<file path="src/rtl/seq_alu_pkg.sv">
// Shared types for the sequential ALU: opcode map, flag bit positions, FSM states.
// SEQ_ALU_DIV_EN selects whether opcode 1100 runs the iterative divider.
package seq_alu_pkg;

   typedef enum logic [3:0] {
      OP_NOP = 4'b0000,
      OP_ADD, OP_SUB, OP_AND, OP_ORR, OP_NOR, OP_XOR,
      OP_RSH, OP_LSH, OP_LDI, OP_ADI, OP_MUL, OP_DIV, OP_CMP,
      OP_U14, OP_U15
   } op_e;

   localparam int FLAG_Z  = 0;
   localparam int FLAG_C  = 1;
   localparam int FLAG_N  = 2;
   localparam int FLAG_V  = 3;
   localparam int FLAG_EQ = 4;
   localparam int FLAG_NE = 5;
   localparam int FLAG_GT = 6;
   localparam int FLAG_LT = 7;

   typedef enum logic [1:0] {IDLE, BUSY, DONE} state_e;

   // Ops that go through the iterative unit instead of the single-cycle datapath.
   function automatic logic is_multi(op_e op);
`ifdef SEQ_ALU_DIV_EN
      return (op == OP_MUL) || (op == OP_DIV);
`else
      return op == OP_MUL;
`endif
   endfunction

endpackage

</file>
<file path="src/rtl/seq_alu_muldiv.sv">
// Iterative unit: shift-add unsigned multiply, and restoring divide when
// SEQ_ALU_DIV_EN is defined. done pulses one cycle after WIDTH iterations.
module seq_alu_muldiv #(
   parameter int WIDTH = 4
) (
   input  logic             clk,
   input  logic             rst_n,
   input  logic             start,
`ifdef SEQ_ALU_DIV_EN
   input  logic             div_mode,
`endif
   input  logic [WIDTH-1:0] a,
   input  logic [WIDTH-1:0] b,
   output logic             done,
   output logic [WIDTH-1:0] res_hi,
   output logic [WIDTH-1:0] res_lo
);
   import seq_alu_pkg::*;

   localparam int CW = $clog2(WIDTH + 1);

   logic             run_q, run_d;
   logic [CW-1:0]    cnt_q, cnt_d;
   logic [WIDTH-1:0] hi_q, hi_d, lo_q, lo_d, b_q, b_d;
   logic [WIDTH:0]   mul_sum;
`ifdef SEQ_ALU_DIV_EN
   logic             div_q, div_d;
   logic [WIDTH:0]   div_shift;
`endif

   assign done   = run_q && (cnt_q == CW'(WIDTH));
   assign res_hi = hi_q;
   assign res_lo = lo_q;

   always_comb begin
      run_d   = run_q;
      cnt_d   = cnt_q;
      hi_d    = hi_q;
      lo_d    = lo_q;
      b_d     = b_q;
      mul_sum = {1'b0, hi_q} + {1'b0, b_q};
`ifdef SEQ_ALU_DIV_EN
      div_d     = div_q;
      div_shift = {hi_q, lo_q[WIDTH-1]};
`endif
      if (start) begin
         run_d = 1'b1;
         cnt_d = '0;
         hi_d  = '0;
         lo_d  = a;
         b_d   = b;
`ifdef SEQ_ALU_DIV_EN
         div_d = div_mode;
`endif
      end else if (done) begin
         run_d = 1'b0;
      end else if (run_q) begin
         cnt_d = cnt_q + CW'(1);
         // {hi,lo} shifts right; lo holds the unconsumed multiplier bits.
         if (lo_q[0]) begin
            hi_d = mul_sum[WIDTH:1];
            lo_d = {mul_sum[0], lo_q[WIDTH-1:1]};
         end else begin
            hi_d = {1'b0, hi_q[WIDTH-1:1]};
            lo_d = {hi_q[0], lo_q[WIDTH-1:1]};
         end
`ifdef SEQ_ALU_DIV_EN
         // hi is the partial remainder, lo shifts dividend out and quotient in.
         if (div_q) begin
            if (div_shift >= {1'b0, b_q}) begin
               hi_d = div_shift[WIDTH-1:0] - b_q;
               lo_d = {lo_q[WIDTH-2:0], 1'b1};
            end else begin
               hi_d = div_shift[WIDTH-1:0];
               lo_d = {lo_q[WIDTH-2:0], 1'b0};
            end
         end
`endif
      end
   end

   always_ff @(posedge clk or negedge rst_n) begin
      if (!rst_n) begin
         run_q <= 1'b0;
         cnt_q <= '0;
         hi_q  <= '0;
         lo_q  <= '0;
         b_q   <= '0;
`ifdef SEQ_ALU_DIV_EN
         div_q <= 1'b0;
`endif
      end else begin
         run_q <= run_d;
         cnt_q <= cnt_d;
         hi_q  <= hi_d;
         lo_q  <= lo_d;
         b_q   <= b_d;
`ifdef SEQ_ALU_DIV_EN
         div_q <= div_d;
`endif
      end
   end

endmodule

</file>
<file path="src/rtl/seq_alu.sv">
// Handshaked ALU: one op in flight, registered result/flags held until taken.
// Build with SEQ_ALU_DIV_EN to make opcode 1100 an iterative divide.
module seq_alu #(
   parameter int WIDTH = 4
) (
   input  logic             clk,
   input  logic             rst_n,
   input  logic             in_valid,
   output logic             in_ready,
   input  logic [3:0]       opcode,
   input  logic [WIDTH-1:0] a,
   input  logic [WIDTH-1:0] b,
   output logic             out_valid,
   input  logic             out_ready,
   output logic [WIDTH-1:0] o,
   output logic [WIDTH-1:0] o_hi,
   output logic [7:0]       flags
);
   import seq_alu_pkg::*;

   // Handshake: an op moves when in_valid && in_ready at a rising edge; the
   // result moves when out_valid && out_ready at a rising edge.
   state_e           state_q, state_d;
   op_e              op_q, op_d;
   logic [WIDTH-1:0] a_q, a_d, b_q, b_d, o_q, o_d, o_hi_q, o_hi_d;
   logic [7:0]       flags_q, flags_d;
   logic             out_valid_q, out_valid_d;

   logic             md_start, md_done;
   logic [WIDTH-1:0] md_hi, md_lo;
   logic [WIDTH-1:0] res_o, res_hi;
   logic [7:0]       res_f;
   logic             zn;
   logic [WIDTH:0]   sum, diff;

   assign in_ready  = rst_n && (state_q == IDLE);
   assign out_valid = out_valid_q;
   assign o         = o_q;
   assign o_hi      = o_hi_q;
   assign flags     = flags_q;

   seq_alu_muldiv #(.WIDTH(WIDTH)) u_muldiv (
      .clk      (clk),
      .rst_n    (rst_n),
      .start    (md_start),
`ifdef SEQ_ALU_DIV_EN
      .div_mode (op_e'(opcode) == OP_DIV),
`endif
      .a        (a),
      .b        (b),
      .done     (md_done),
      .res_hi   (md_hi),
      .res_lo   (md_lo)
   );

   always_comb begin
      sum    = {1'b0, a_q} + {1'b0, b_q};
      diff   = {1'b0, a_q} - {1'b0, b_q};
      res_o  = '0;
      res_hi = '0;
      res_f  = '0;
      zn     = 1'b0;
      res_f[FLAG_EQ] = (a_q == b_q);
      res_f[FLAG_NE] = (a_q != b_q);
      res_f[FLAG_GT] = (a_q > b_q);
      res_f[FLAG_LT] = (a_q < b_q);
      case (op_q)
         OP_ADD, OP_ADI: begin
            res_o         = sum[WIDTH-1:0];
            res_f[FLAG_C] = sum[WIDTH];
            res_f[FLAG_V] = (a_q[WIDTH-1] == b_q[WIDTH-1]) && (sum[WIDTH-1] != a_q[WIDTH-1]);
            zn            = 1'b1;
         end
         OP_SUB, OP_CMP: begin
            // CMP reports the full subtract flags but drives a zero result.
            res_o          = (op_q == OP_SUB) ? diff[WIDTH-1:0] : '0;
            res_f[FLAG_Z]  = (diff[WIDTH-1:0] == '0);
            res_f[FLAG_N]  = diff[WIDTH-1];
            res_f[FLAG_C]  = !diff[WIDTH];
            res_f[FLAG_V]  = (a_q[WIDTH-1] != b_q[WIDTH-1]) && (diff[WIDTH-1] != a_q[WIDTH-1]);
            res_f[FLAG_EQ] = res_f[FLAG_Z];
            res_f[FLAG_NE] = !res_f[FLAG_Z];
            res_f[FLAG_GT] = !res_f[FLAG_Z] && !diff[WIDTH];
            res_f[FLAG_LT] = diff[WIDTH];
         end
         OP_AND: begin res_o = a_q & b_q;    zn = 1'b1; end
         OP_ORR: begin res_o = a_q | b_q;    zn = 1'b1; end
         OP_NOR: begin res_o = ~(a_q | b_q); zn = 1'b1; end
         OP_XOR: begin res_o = a_q ^ b_q;    zn = 1'b1; end
         OP_RSH: begin
            res_o         = {1'b0, a_q[WIDTH-1:1]};
            res_f[FLAG_C] = a_q[0];
            zn            = 1'b1;
         end
         OP_LSH: begin
            res_o         = {a_q[WIDTH-2:0], 1'b0};
            res_f[FLAG_C] = a_q[WIDTH-1];
            zn            = 1'b1;
         end
         OP_LDI: res_o = b_q;
         OP_MUL: begin
            res_o         = md_lo;
            res_hi        = md_hi;
            res_f[FLAG_Z] = ({md_hi, md_lo} == '0);
            res_f[FLAG_C] = (md_hi != '0);
            res_f[FLAG_V] = (md_hi != '0);
            res_f[FLAG_N] = md_lo[WIDTH-1];
         end
`ifdef SEQ_ALU_DIV_EN
         OP_DIV: begin
            res_o         = md_lo;
            res_hi        = md_hi;
            res_f[FLAG_Z] = (md_lo == '0);
            res_f[FLAG_N] = md_lo[WIDTH-1];
            res_f[FLAG_V] = (b_q == '0);
         end
`endif
         default: ;
      endcase
      if (zn) begin
         res_f[FLAG_Z] = (res_o == '0);
         res_f[FLAG_N] = res_o[WIDTH-1];
      end
   end

   always_comb begin
      state_d     = state_q;
      op_d        = op_q;
      a_d         = a_q;
      b_d         = b_q;
      o_d         = o_q;
      o_hi_d      = o_hi_q;
      flags_d     = flags_q;
      out_valid_d = out_valid_q;
      md_start    = 1'b0;
      case (state_q)
         IDLE: begin
            if (in_valid && in_ready) begin
               op_d     = op_e'(opcode);
               a_d      = a;
               b_d      = b;
               md_start = is_multi(op_e'(opcode));
               state_d  = BUSY;
            end
         end
         BUSY: begin
            if (!is_multi(op_q) || md_done) begin
               o_d         = res_o;
               o_hi_d      = res_hi;
               flags_d     = res_f;
               out_valid_d = 1'b1;
               state_d     = DONE;
            end
         end
         DONE: begin
            if (out_ready) begin
               out_valid_d = 1'b0;
               state_d     = IDLE;
            end
         end
         default: state_d = IDLE;
      endcase
   end

   always_ff @(posedge clk or negedge rst_n) begin
      if (!rst_n) begin
         state_q     <= IDLE;
         op_q        <= OP_NOP;
         a_q         <= '0;
         b_q         <= '0;
         o_q         <= '0;
         o_hi_q      <= '0;
         flags_q     <= '0;
         out_valid_q <= 1'b0;
      end else begin
         state_q     <= state_d;
         op_q        <= op_d;
         a_q         <= a_d;
         b_q         <= b_d;
         o_q         <= o_d;
         o_hi_q      <= o_hi_d;
         flags_q     <= flags_d;
         out_valid_q <= out_valid_d;
      end
   end

endmodule

</file>
<file path="config.mk">
export PLATFORM = sky130hd
export DESIGN_NAME = seq_alu
export DESIGN_NICKNAME = d
export VERILOG_FILES = /design/src/rtl/seq_alu_pkg.sv /design/src/rtl/seq_alu_muldiv.sv /design/src/rtl/seq_alu.sv
export SDC_FILE = /design/constraint.sdc
export NUM_CORES = 1
export LEC_CHECK = 0
export CORE_MARGIN = 1
export CORE_UTILIZATION = 35
export CTS_CLUSTER_SIZE = 10
export DETAILED_ROUTE_END_ITERATION = 16
export DONT_BUFFER_PORTS = 1
export GPL_ROUTABILITY_DRIVEN = 1
export PLACE_DENSITY_LB_ADDON = 0.15
export SLEW_MARGIN = 25
export SYNTH_ARGS = -nofsm -noshare
export SYNTH_HDL_FRONTEND = slang
export SYNTH_HIERARCHICAL = 1
export SYNTH_SLANG_ARGS = --single-unit
</file>
<file path="constraint.sdc">
create_clock -name clk -period 5.6 [get_ports clk]
set_clock_uncertainty 0.05 [all_clocks]
set_input_delay 1.4 -clock clk [delete_from_list [all_inputs] [get_ports clk]]
set_output_delay 1.4 -clock clk [all_outputs]
set_load 0.01 [all_outputs]
</file>
==> results.sh, run 1 <==
export IMPL_chipWidth_um=95.15
export IMPL_critical_path_max_stage_delay_ns=0.40
export IMPL_critical_path_buf_inv_count=0
export IMPL_ys_seq_area_frac=0.3873
export IMPL_area_growth_from_synthesis_to_final_layout_pct=4.491
export IMPL_detailed_place_area_mm2=0.003070
export IMPL_post_cts_buffers=0
export IMPL_grt_overflow_total=0
export IMPL_synthesis_yosys_warnings=6
export IMPL_drcViolationCount=0
export IMPL_insertion_delay_ns=0.30
export IMPL_drive_above_1_share=0.07278
export IMPL_post_cts_resized_instances=0
export IMPL_grt_met2_usage=0.2482
export IMPL_postSynthAreaPerCell_um2=9.258
export IMPL_final_hold_violation_count=0
export IMPL_post_synth_top_area_fraction=0.3873
export IMPL_first_iter_violations=167
export IMPL_num_vias=2319
export IMPL_crit_path_cell_trace="nor3b_1"
export IMPL_core_region_area_mm2=0.008299
export IMPL_leakagePower_uw=0.001356
export IMPL_synthesis_area_mm2=0.003037
export IMPL_grt_start_max_net_pins=49
export IMPL_grt_setup_unrepaired="no"
export IMPL_min_delay_path_class="register to register"
export IMPL_sort_of_element_at_the_end_of_the_critical_path="output port"
export IMPL_synth_async_sr_flop_share=1.000
export IMPL_ys_seq_elements=47
export IMPL_met3_usage=0.03509
export IMPL_initial_core_util=0.3659
export IMPL_reg2regPathDepth=6
export IMPL_maxSlewViolCount=0
export IMPL_place_worst_setup_slack_ns=2.026
export IMPL_cts_htree_levels=2
export IMPL_drt_wirelength_per_cell_um=17.15
export IMPL_crit_family="simple AND/OR/NAND/NOR gates"
export IMPL_timing_critical_path_from_type="primary input"
export IMPL_grt_util_met1=0.2437
export IMPL_place_congestion=0.7848
export IMPL_syn_inst=328
export IMPL_cp_data_arrival_time_ns=1.82
export IMPL_io_buffers=0
export IMPL_endpoint="in_ready"
export IMPL_gr_usage_all_layers=0.1693
export IMPL_setup_viol=0
export IMPL_crit_reg2reg_capture="flags[0]"
export IMPL_floorplan_io_pins=34
export IMPL_grt_pass1_vias=2235
export IMPL_yosys_cell_types_count=63
export IMPL_clock_sinks=47
export IMPL_drt_wl_total_um=7222
export IMPL_crit_path_top_delay_cell="nor3b_1"
export IMPL_placement_rows=33
export IMPL_leading_post_synthesis_cells_by_cell_area="dfrtp_1 39%, ha_1 7.4%, nand2_1 4.9%"
export IMPL_startpoint="rst_n"
export IMPL_flip_flop_cell_with_the_highest_count_after_synthesis="dfrtp_1"
export IMPL_worst_setup_hold_path_clk_slew_ns=0.08
export IMPL_insertedDiodeCount=0
export IMPL_critical_path_reg2reg_startpoint="op_q[2]"
export IMPL_initial_antenna_violation_count=0
export IMPL_tritoncts_buffer_count=5
export IMPL_edff_count_synth=0
export IMPL_crit_share_post_route=0.5841
export IMPL_nFillCells=842
export IMPL_worst_setup_path_type="primary input to output port"
export IMPL_routed_via_density=5.508
export IMPL_timing_max_cap_violations=0
export IMPL_dp_cells=414
export IMPL_synth_largest_area_cell="dfrtp_1"
export IMPL_worst_endpoint_required_ns=4.15
export IMPL_dp_final_hpwl_um=5300
export IMPL_power_density_mw_per_mm2=623.6
export IMPL_detail_route_antenna_nets=0
export IMPL_timing_final_ws_setup_ns=2.329
export IMPL_achievable_clock_frequency_ghz=0.3057
export IMPL_power_ir_vdd_worst_uv=164.0
export IMPL_cts_buffer_depth=2
export IMPL_first_pass_iters=4
export IMPL_die_area_mm2=0.009053
export IMPL_critical_path_peak_fanout=48
export IMPL_status="finished, final reports clean"
export IMPL_design_final_nets=353
export IMPL_post_layout_nonfiller_instances=421
export IMPL_timing_slew_headroom=0.4020
export IMPL_fin_crit_ns=3.271
export IMPL_postCtsHoldBufs=0
export IMPL_worst_setup_slack_for_register_to_register_paths_ns=2.68
export IMPL_worst_path_stages=1
export IMPL_finalHoldWorstSlack_ns=0.4523
export IMPL_synth_fp_nets=365
export IMPL_die_height_um=95.15
export IMPL_final_design_area_no_fill_mm2=0.003173
export IMPL_grt_pass1_wl_um=11620
export IMPL_tritoncts="built"
export IMPL_cts_root_buf="clkbuf_8"
export IMPL_finalSetupTns_ns=0
export IMPL_tightestPinTransition_ns=0.8970
export IMPL_grt_busiest_layer="met2"
-- Yosys cell counts, drive strengths merged (3+ instances only) --
master / count
a211oi: 5
a21o: 6
a21oi: 13
a22o: 3
a22oi: 3
a31oi: 6
and2: 3
buf: 10
clkbuf: 10
dfrtp: 47
fa: 3
ha: 18
inv: 26
mux2: 9
mux2i: 9
nand2: 41
nand3: 4
nor2: 18
nor2b: 5
nor3b: 3
nor4: 4
o21ai: 34
o32ai: 3
or3: 3
xnor2: 6
xor2: 3
-- worst register-to-register path, delay by kind of cell (launching register included) --
kind / cells / cell delay [ns]
compound gates: 3 / 1.18
simple gates: 3 / 0.90
flops: 1 / 0.71
-- kinds of logic after synthesis --
logic type / synth area share
AO/OA/AOI/OAI: 0.2077
XOR/XNOR: 0.02596
adder cells (fa/ha/maj): 0.09395
buffers and inverters: 0.06839
flip-flops: 0.3873
multiplexers: 0.06304
AND/OR/NAND/NOR: 0.1537
-- cells in the final DEF (no fill, tap or decap), types with 3 or more instances in the layout --
master    Yosys  routed
nor2b_1       5       5
nor3b_1       3       3
a21o_1        6       6
a22o_1        3       3
fa_1          3       3
nand3_1       4       4
a22oi_1       3       3
a31oi_1       6       6
mux2i_1       9       9
o21ai_0      28      28
inv_1        25      25
dfrtp_1      47      47
nand2_1      40      40
xnor2_1       6       6
o32ai_1       3       3
ha_1         18      18
nor2_1       18      18
mux2_2        6       6
xor2_1        3       3
nor4_1        3       3
mux2_1        3       3
or3_1         3       3
o21ai_1       6       6
a211oi_1      4       4
clkbuf_8      0       5
a21oi_1      13      13
-- routing by layer --
metal | vias up | wire length [µm]
met3 | 6 | 402
met5 | - | 0
met4 | 0 | 76
li1 | 1127 | -
met2 | 57 | 3199
met1 | 1129 | 3544
-- worst min-delay path by stage --
stage	start	depth (start not counted)	endpoint	slack (ns)
floorplan	state_q[1]	1	state_q[0]	0.40
detailed placement	state_q[1]	1	state_q[0]	0.44
CTS	state_q[1]	1	state_q[0]	0.46
global route	u_muldiv/b_q[3]	1	u_muldiv/b_q[3]	0.49
finish	state_q[1]	1	state_q[0]	0.45
global placement	state_q[1]	1	state_q[0]	0.43
-- area by class of cell --
type | count | area, µm² | area share
inverters | 27 | 102.6 | 0.03233
clock inverters | 1 | 30.03 | 0.009464
repair buffers | 1 | 7.507 | 0.002366
flip-flops and latches | 47 | 1176 | 0.3707
multi-input cells | 234 | 1653 | 0.5209
clock buffers | 6 | 72.57 | 0.02287
well taps | 105 | 131.4 | 0.04140
-- stage by stage --
step	power [µW]	utilization
floorplan	1492	-
global placement	1724	0.3700
detailed placement	1728	0.3700
CTS	1981	0.3823
global route	2149	0.3823
finish	1979	0.3823
-- report_power, final --
group / switching [µW] / total (µW) / internal [µW]
sequential: 239 / 718 / 478
combinational: 576 / 1020 / 439
clock: 114 / 245 / 131
total: 930 / 1980 / 1050
-- state kept, by name, summed over array words and instances, names as in the netlist, 3 cells and up --
name             count
a_q                  4
u_muldiv/res_hi      4
op_q                 4
u_muldiv/res_lo      4
u_muldiv/b_q         4
u_muldiv/cnt_q       3
b_q                  4
o_hi                 4
flags                8
o                    4
Power figures use the tool's default switching activity.
==> run 2: changes to the inputs <==
Clock period 5.6 ns to 3.3 ns, I/O delays scaled along.
==> run 2 against run 1 <==
Compared with the run above:
- sequential power is 63% higher
- critical path depth grew 9
- cell area grew 2.1%
- register-to-register slack worse by 2.0 ns
- largest power group unchanged
- largest cell class unchanged
- critical path type is now register to register
- wire length is 2.6% higher
==> results.sh, run 2 (synthesized netlist as in run 1, its figures left out) <==
export IMPL_critical_path_max_stage_delay_ns=0.43
export IMPL_worst_endpoint_required_ns=3.43
export IMPL_power_ir_vdd_worst_uv=300.0
export IMPL_achievable_clock_frequency_ghz=0.3801
export IMPL_min_delay_path_class="primary input to asynchronous set/reset pin"
export IMPL_finalSetupTns_ns=0
export IMPL_crit_family="adder cells"
export IMPL_sort_of_element_at_the_end_of_the_critical_path="register"
export IMPL_grt_pass1_wl_um=11700
export IMPL_cts_root_buf="clkbuf_8"
export IMPL_timing_slew_headroom=0.5609
export IMPL_area_growth_from_synthesis_to_final_layout_pct=6.634
export IMPL_insertedDiodeCount=0
export IMPL_timing_critical_path_from_type="register"
export IMPL_drt_wl_total_um=7411
export IMPL_critical_path_reg2reg_startpoint="a_q[0]"
export IMPL_worst_setup_hold_path_clk_slew_ns=0.10
export IMPL_design_final_nets=360
export IMPL_crit_path_top_delay_cell="fa_1"
export IMPL_die_area_mm2=0.009053
export IMPL_grt_setup_unrepaired="no"
export IMPL_drcViolationCount=0
export IMPL_grt_start_max_net_pins=49
export IMPL_place_congestion=0.8442
export IMPL_fin_crit_ns=2.631
export IMPL_worst_setup_path_type="register to register"
export IMPL_die_height_um=95.15
export IMPL_dp_final_hpwl_um=5561
export IMPL_crit_share_post_route=0.7972
export IMPL_critical_path_buf_inv_count=2
export IMPL_final_common_cell="dfrtp_1"
export IMPL_cts_htree_levels=2
export IMPL_grt_pass1_vias=2179
export IMPL_post_cts_buffers=0
export IMPL_io_buffers=0
export IMPL_core_region_area_mm2=0.008299
export IMPL_initial_core_util=0.3659
export IMPL_first_pass_iters=4
export IMPL_chipWidth_um=95.15
export IMPL_num_vias=2323
export IMPL_post_cts_resized_instances=0
export IMPL_postLayoutCoreUtil=0.3902
export IMPL_setup_viol=0
export IMPL_cts_buffer_depth=2
export IMPL_cp_common_cell="inv_1"
export IMPL_cp_data_arrival_time_ns=2.77
export IMPL_critical_path_peak_fanout=4
export IMPL_crit_path_cell_trace="inv_1 > ha_1 > inv_1 > fa_1 > or3_1 > a21o_1 > a211oi_1 > nor4_2 > nand4bb_1 > o221ai_1"
export IMPL_postCtsHoldBufs=0
export IMPL_power_density_mw_per_mm2=1067
export IMPL_timing_max_cap_violations=0
export IMPL_startpoint="a_q[0]"
export IMPL_routed_via_density=5.415
export IMPL_tritoncts="built"
export IMPL_detail_route_antenna_nets=0
export IMPL_floorplan_io_pins=34
export IMPL_leakagePower_uw=0.001394
export IMPL_dp_cells=421
export IMPL_grt_overflow_total=0
export IMPL_initial_antenna_violation_count=0
export IMPL_placement_rows=33
export IMPL_status="finished, final reports clean"
export IMPL_nFillCells=844
export IMPL_tritoncts_buffer_count=5
export IMPL_post_layout_nonfiller_instances=429
export IMPL_clock_sinks=47
export IMPL_drive_above_1_share=0.09877
export IMPL_gr_usage_all_layers=0.1729
export IMPL_drt_wirelength_per_cell_um=17.28
export IMPL_insertion_delay_ns=0.31
export IMPL_largest_register_ff_count=8
export IMPL_first_iter_violations=117
export IMPL_final_cell_mix="47 x dfrtp_1, 40 x nand2_1, 28 x o21ai_0, 25 x inv_1"
export IMPL_final_hold_violation_count=0
export IMPL_maxSlewViolCount=0
export IMPL_tightestPinTransition_ns=0.6526
run 2: cell types whose count changed in the layout (fill, tap and decap cells not counted), sizes merged:
cell and delta:
clkinvlp +1, inv +1, clkbuf -1, buf +7
run 2: area by class of cell:
class                   instances  area, µm²  area share
multi-input cells             234       1653      0.5104
flip-flops and latches         47       1176      0.3632
well taps                     105      131.4     0.04057
inverters                      27      102.6     0.03168
clock buffers                   5      68.82     0.02125
repair buffers                  8      60.06     0.01855
clock inverters                 3      46.29     0.01430
run 2: metrics by stage:
stage / hold slack (ns) / setup slack (ns) / total power [µW] / cell area (µm²)
after floorplan: 0.3975 / 0.6608 / 2532 / 3037
after global placement: 0.4198 / 0.6285 / 3013 / 3123
after detailed placement: 0.4280 / 0.6654 / 3004 / 3123
after CTS: 0.1374 / 0.6436 / 3467 / 3238
after global routing: 0.1238 / 0.4404 / 3753 / 3238
final: 0.1483 / 0.6693 / 3456 / 3238
run 2: routing by layer:
metal	global-route usage	vias up	share of wire
li1	-	1140	-
met1	0.2478	1118	0.50
met2	0.2583	58	0.44
met3	0.04306	7	0.054
met4	0.04293	0	0.013
met5	0	-	0
run 2: worst register-to-register path, cell delays in order (launching register included):
cell and delay (ns):
dfrtp_1 0.41, inv_1 0.15, ha_1 0.21, inv_1 0.06, fa_1 0.43, or3_1 0.39
a21o_1 0.20, a211oi_1 0.29, nor4_2 0.11, nand4bb_1 0.11, o221ai_1 0.11
run 2: path summary, 6_finish.rpt:
path	slack (ns)	end	cells after the start
worst max-delay path	0.67	flags[0]	10
max in group asynchronous	2.95	u_muldiv/res_hi[1]	0
worst min-delay path	0.15	flags[1]	0
worst min register to register	0.46	state_q[0]	1
worst max register to register	0.67	flags[0]	10
min in group clk	0.46	state_q[0]	1
run 2: power breakdown:
part	switching, µW	leakage (µW)	internal [µW]	total [µW]
Clock	219	0.0000548	229	448
Combinational	1040	0.000755	797	1840
Sequential	358	0.000584	812	1170
Total	1620	0.00139	1840	3460
==> run 3: changes to the inputs <==
Clock period 3.3 ns to 2.5 ns, I/O delays scaled along.
==> run 3 against run 2 <==
Compared with the run above:
- clock-buffer cell count up 1
- critical path type unchanged
- worst setup slack worse by 0.59 ns
- largest power group unchanged
- global-route usage up 0.33 points
- combinational power up 52%
==> results.sh, run 3 (synthesized netlist as in run 1, its figures left out) <==
export IMPL_core_region_area_mm2=0.008299
export IMPL_dp_final_hpwl_um=5823
export IMPL_clock_sinks=47
export IMPL_grt_pass1_wl_um=12100
export IMPL_routed_via_density=5.421
export IMPL_first_iter_violations=185
export IMPL_crit_path_cell_trace="inv_1 > ha_1 > inv_1 > fa_2 > nand3_1 > a31oi_1 > a2111oi_0 > buf_4 > nand4bb_1 > o221ai_1"
export IMPL_place_worst_setup_slack_ns=0.05996
export IMPL_register_area_mm2=0.001177
export IMPL_setup_viol=0
export IMPL_largest_register_ff_count=8
export IMPL_power_density_mw_per_mm2=1422
export IMPL_worst_setup_path_type="register to register"
export IMPL_grt_start_max_net_pins=48
export IMPL_sort_of_element_at_the_end_of_the_critical_path="register"
export IMPL_final_hold_violation_count=0
export IMPL_drcViolationCount=0
export IMPL_tritoncts_buffer_count=5
export IMPL_insertedDiodeCount=0
export IMPL_critical_path_buf_inv_count=3
export IMPL_min_delay_path_class="primary input to asynchronous set/reset pin"
export IMPL_finalSetupTns_ns=0
export IMPL_num_vias=2434
export IMPL_final_common_cell="dfrtp_1"
export IMPL_critical_path_peak_fanout=3
export IMPL_grt_overflow_total=0
export IMPL_worst_endpoint_required_ns=2.68
export IMPL_cts_buffer_depth=2
export IMPL_first_pass_iters=5
export IMPL_final_cell_mix="46 x dfrtp_1, 40 x nand2_1, 28 x o21ai_0, 27 x buf_4, 25 x inv_1"
export IMPL_chipWidth_um=95.15
export IMPL_drt_wirelength_per_cell_um=17.04
export IMPL_finalHoldWorstSlack_ns=0.08276
export IMPL_drt_wl_total_um=7650
export IMPL_power_ir_vdd_worst_uv=387.0
export IMPL_drive_above_1_share=0.1657
export IMPL_crit_path_top_delay_cell="fa_2"
export IMPL_dp_cells=439
export IMPL_cts_htree_levels=2
export IMPL_critical_path_max_stage_delay_ns=0.45
export IMPL_detail_route_antenna_nets=0
export IMPL_crit_share_post_route=0.9687
export IMPL_design_final_nets=380
export IMPL_crit_family="compound AO/OA/AOI/OAI gates"
export IMPL_grt_pass1_vias=2287
export IMPL_place_congestion=0.9493
export IMPL_cts_root_buf="clkbuf_8"
export IMPL_status="finished, final reports clean"
export IMPL_achievable_clock_frequency_ghz=0.4129
export IMPL_io_buffers=0
export IMPL_fin_crit_ns=2.422
export IMPL_cp_common_cell="inv_1"
export IMPL_die_height_um=95.15
export IMPL_timing_slew_headroom=0.6193
export IMPL_nFillCells=834
export IMPL_worst_setup_hold_path_clk_slew_ns=0.10
export IMPL_floorplan_io_pins=34
export IMPL_leakagePower_uw=0.001508
export IMPL_die_area_mm2=0.009053
export IMPL_gr_usage_all_layers=0.1761
export IMPL_tightestPinTransition_ns=0.5659
export IMPL_area_growth_from_synthesis_to_final_layout_pct=13.02
export IMPL_placement_rows=33
export IMPL_timing_critical_path_from_type="register"
export IMPL_postLayoutCoreUtil=0.4135
export IMPL_initial_core_util=0.3659
export IMPL_insertion_delay_ns=0.31
export IMPL_multi_input_area_mm2=0.001669
export IMPL_timing_final_ws_setup_ns=0.07818
export IMPL_initial_antenna_violation_count=0
export IMPL_maxSlewViolCount=0
export IMPL_timing_max_cap_violations=0
export IMPL_cp_data_arrival_time_ns=2.61
export IMPL_tritoncts="built"
export IMPL_post_layout_nonfiller_instances=449
==> run 3: changes by cell type in the layout (fill, tap and decap cells not counted), sizes merged <==
cell,change
clkbuf,+1
clkinvlp,-1
buf,+20
==> run 3: final timing paths <==
check	from	endpoint	slack (ns)	cells past startpoint
max reg2reg	a_q[0]	flags[0]	0.08	10
min in group clk	out_ready	state_q[1]	0.37	1
max in group asynchronous	rst_n	a_q[1]	2.06	1
min reg2reg	state_q[1]	state_q[0]	0.45	1
min	rst_n	flags[1]	0.08	1
max	a_q[0]	flags[0]	0.08	10
==> run 3: layer usage <==
metal  wire length (µm)  vias to the layer above  share of wire  GRT usage
met5                  0                        -              0          0
met4                 95                        0          0.012    0.03788
met3                397                       10          0.052    0.03589
met2               3416                       70           0.45     0.2708
met1               3740                     1169           0.49     0.2532
li1                   -                     1185              -          -
==> run 3: final cells by class <==
| type | instances | share of cell area |
|---|---|---|
| multi-input cells | 234 | 0.4863 |
| flip-flops and latches | 47 | 0.3431 |
| repair buffers | 28 | 0.06708 |
| well taps | 105 | 0.03828 |
| inverters | 27 | 0.02989 |
| clock buffers | 6 | 0.02406 |
| clock inverters | 2 | 0.01130 |
==> run 3: timing repair <==
| item | CTS | global route |
|---|---|---|
| setup endpoints to repair | 0 | 5 |
| hold buffers | 1 | 0 |
| endpoints found under the hold margin | 47 | 0 |
| gates resized for setup | 0 | 5 |
| setup buffers | 0 | 1 |
==> run 3: power by group <==
group,switching [µW],internal [µW],leakage (µW),total (µW)
Sequential,390,1070,0.000582,1470
Combinational,1520,1280,0.000863,2800
Clock,289,330,0.0000618,619
Total,2200,2680,0.00151,4880
==> run 3: through the flow <==
step                total power [µW]  cell area [µm²]
CTS                             4827             3407
floorplan                       3342             3037
global route                    5301             3432
detailed placement              4172             3258
finish                          4880             3432
global placement                4173             3258
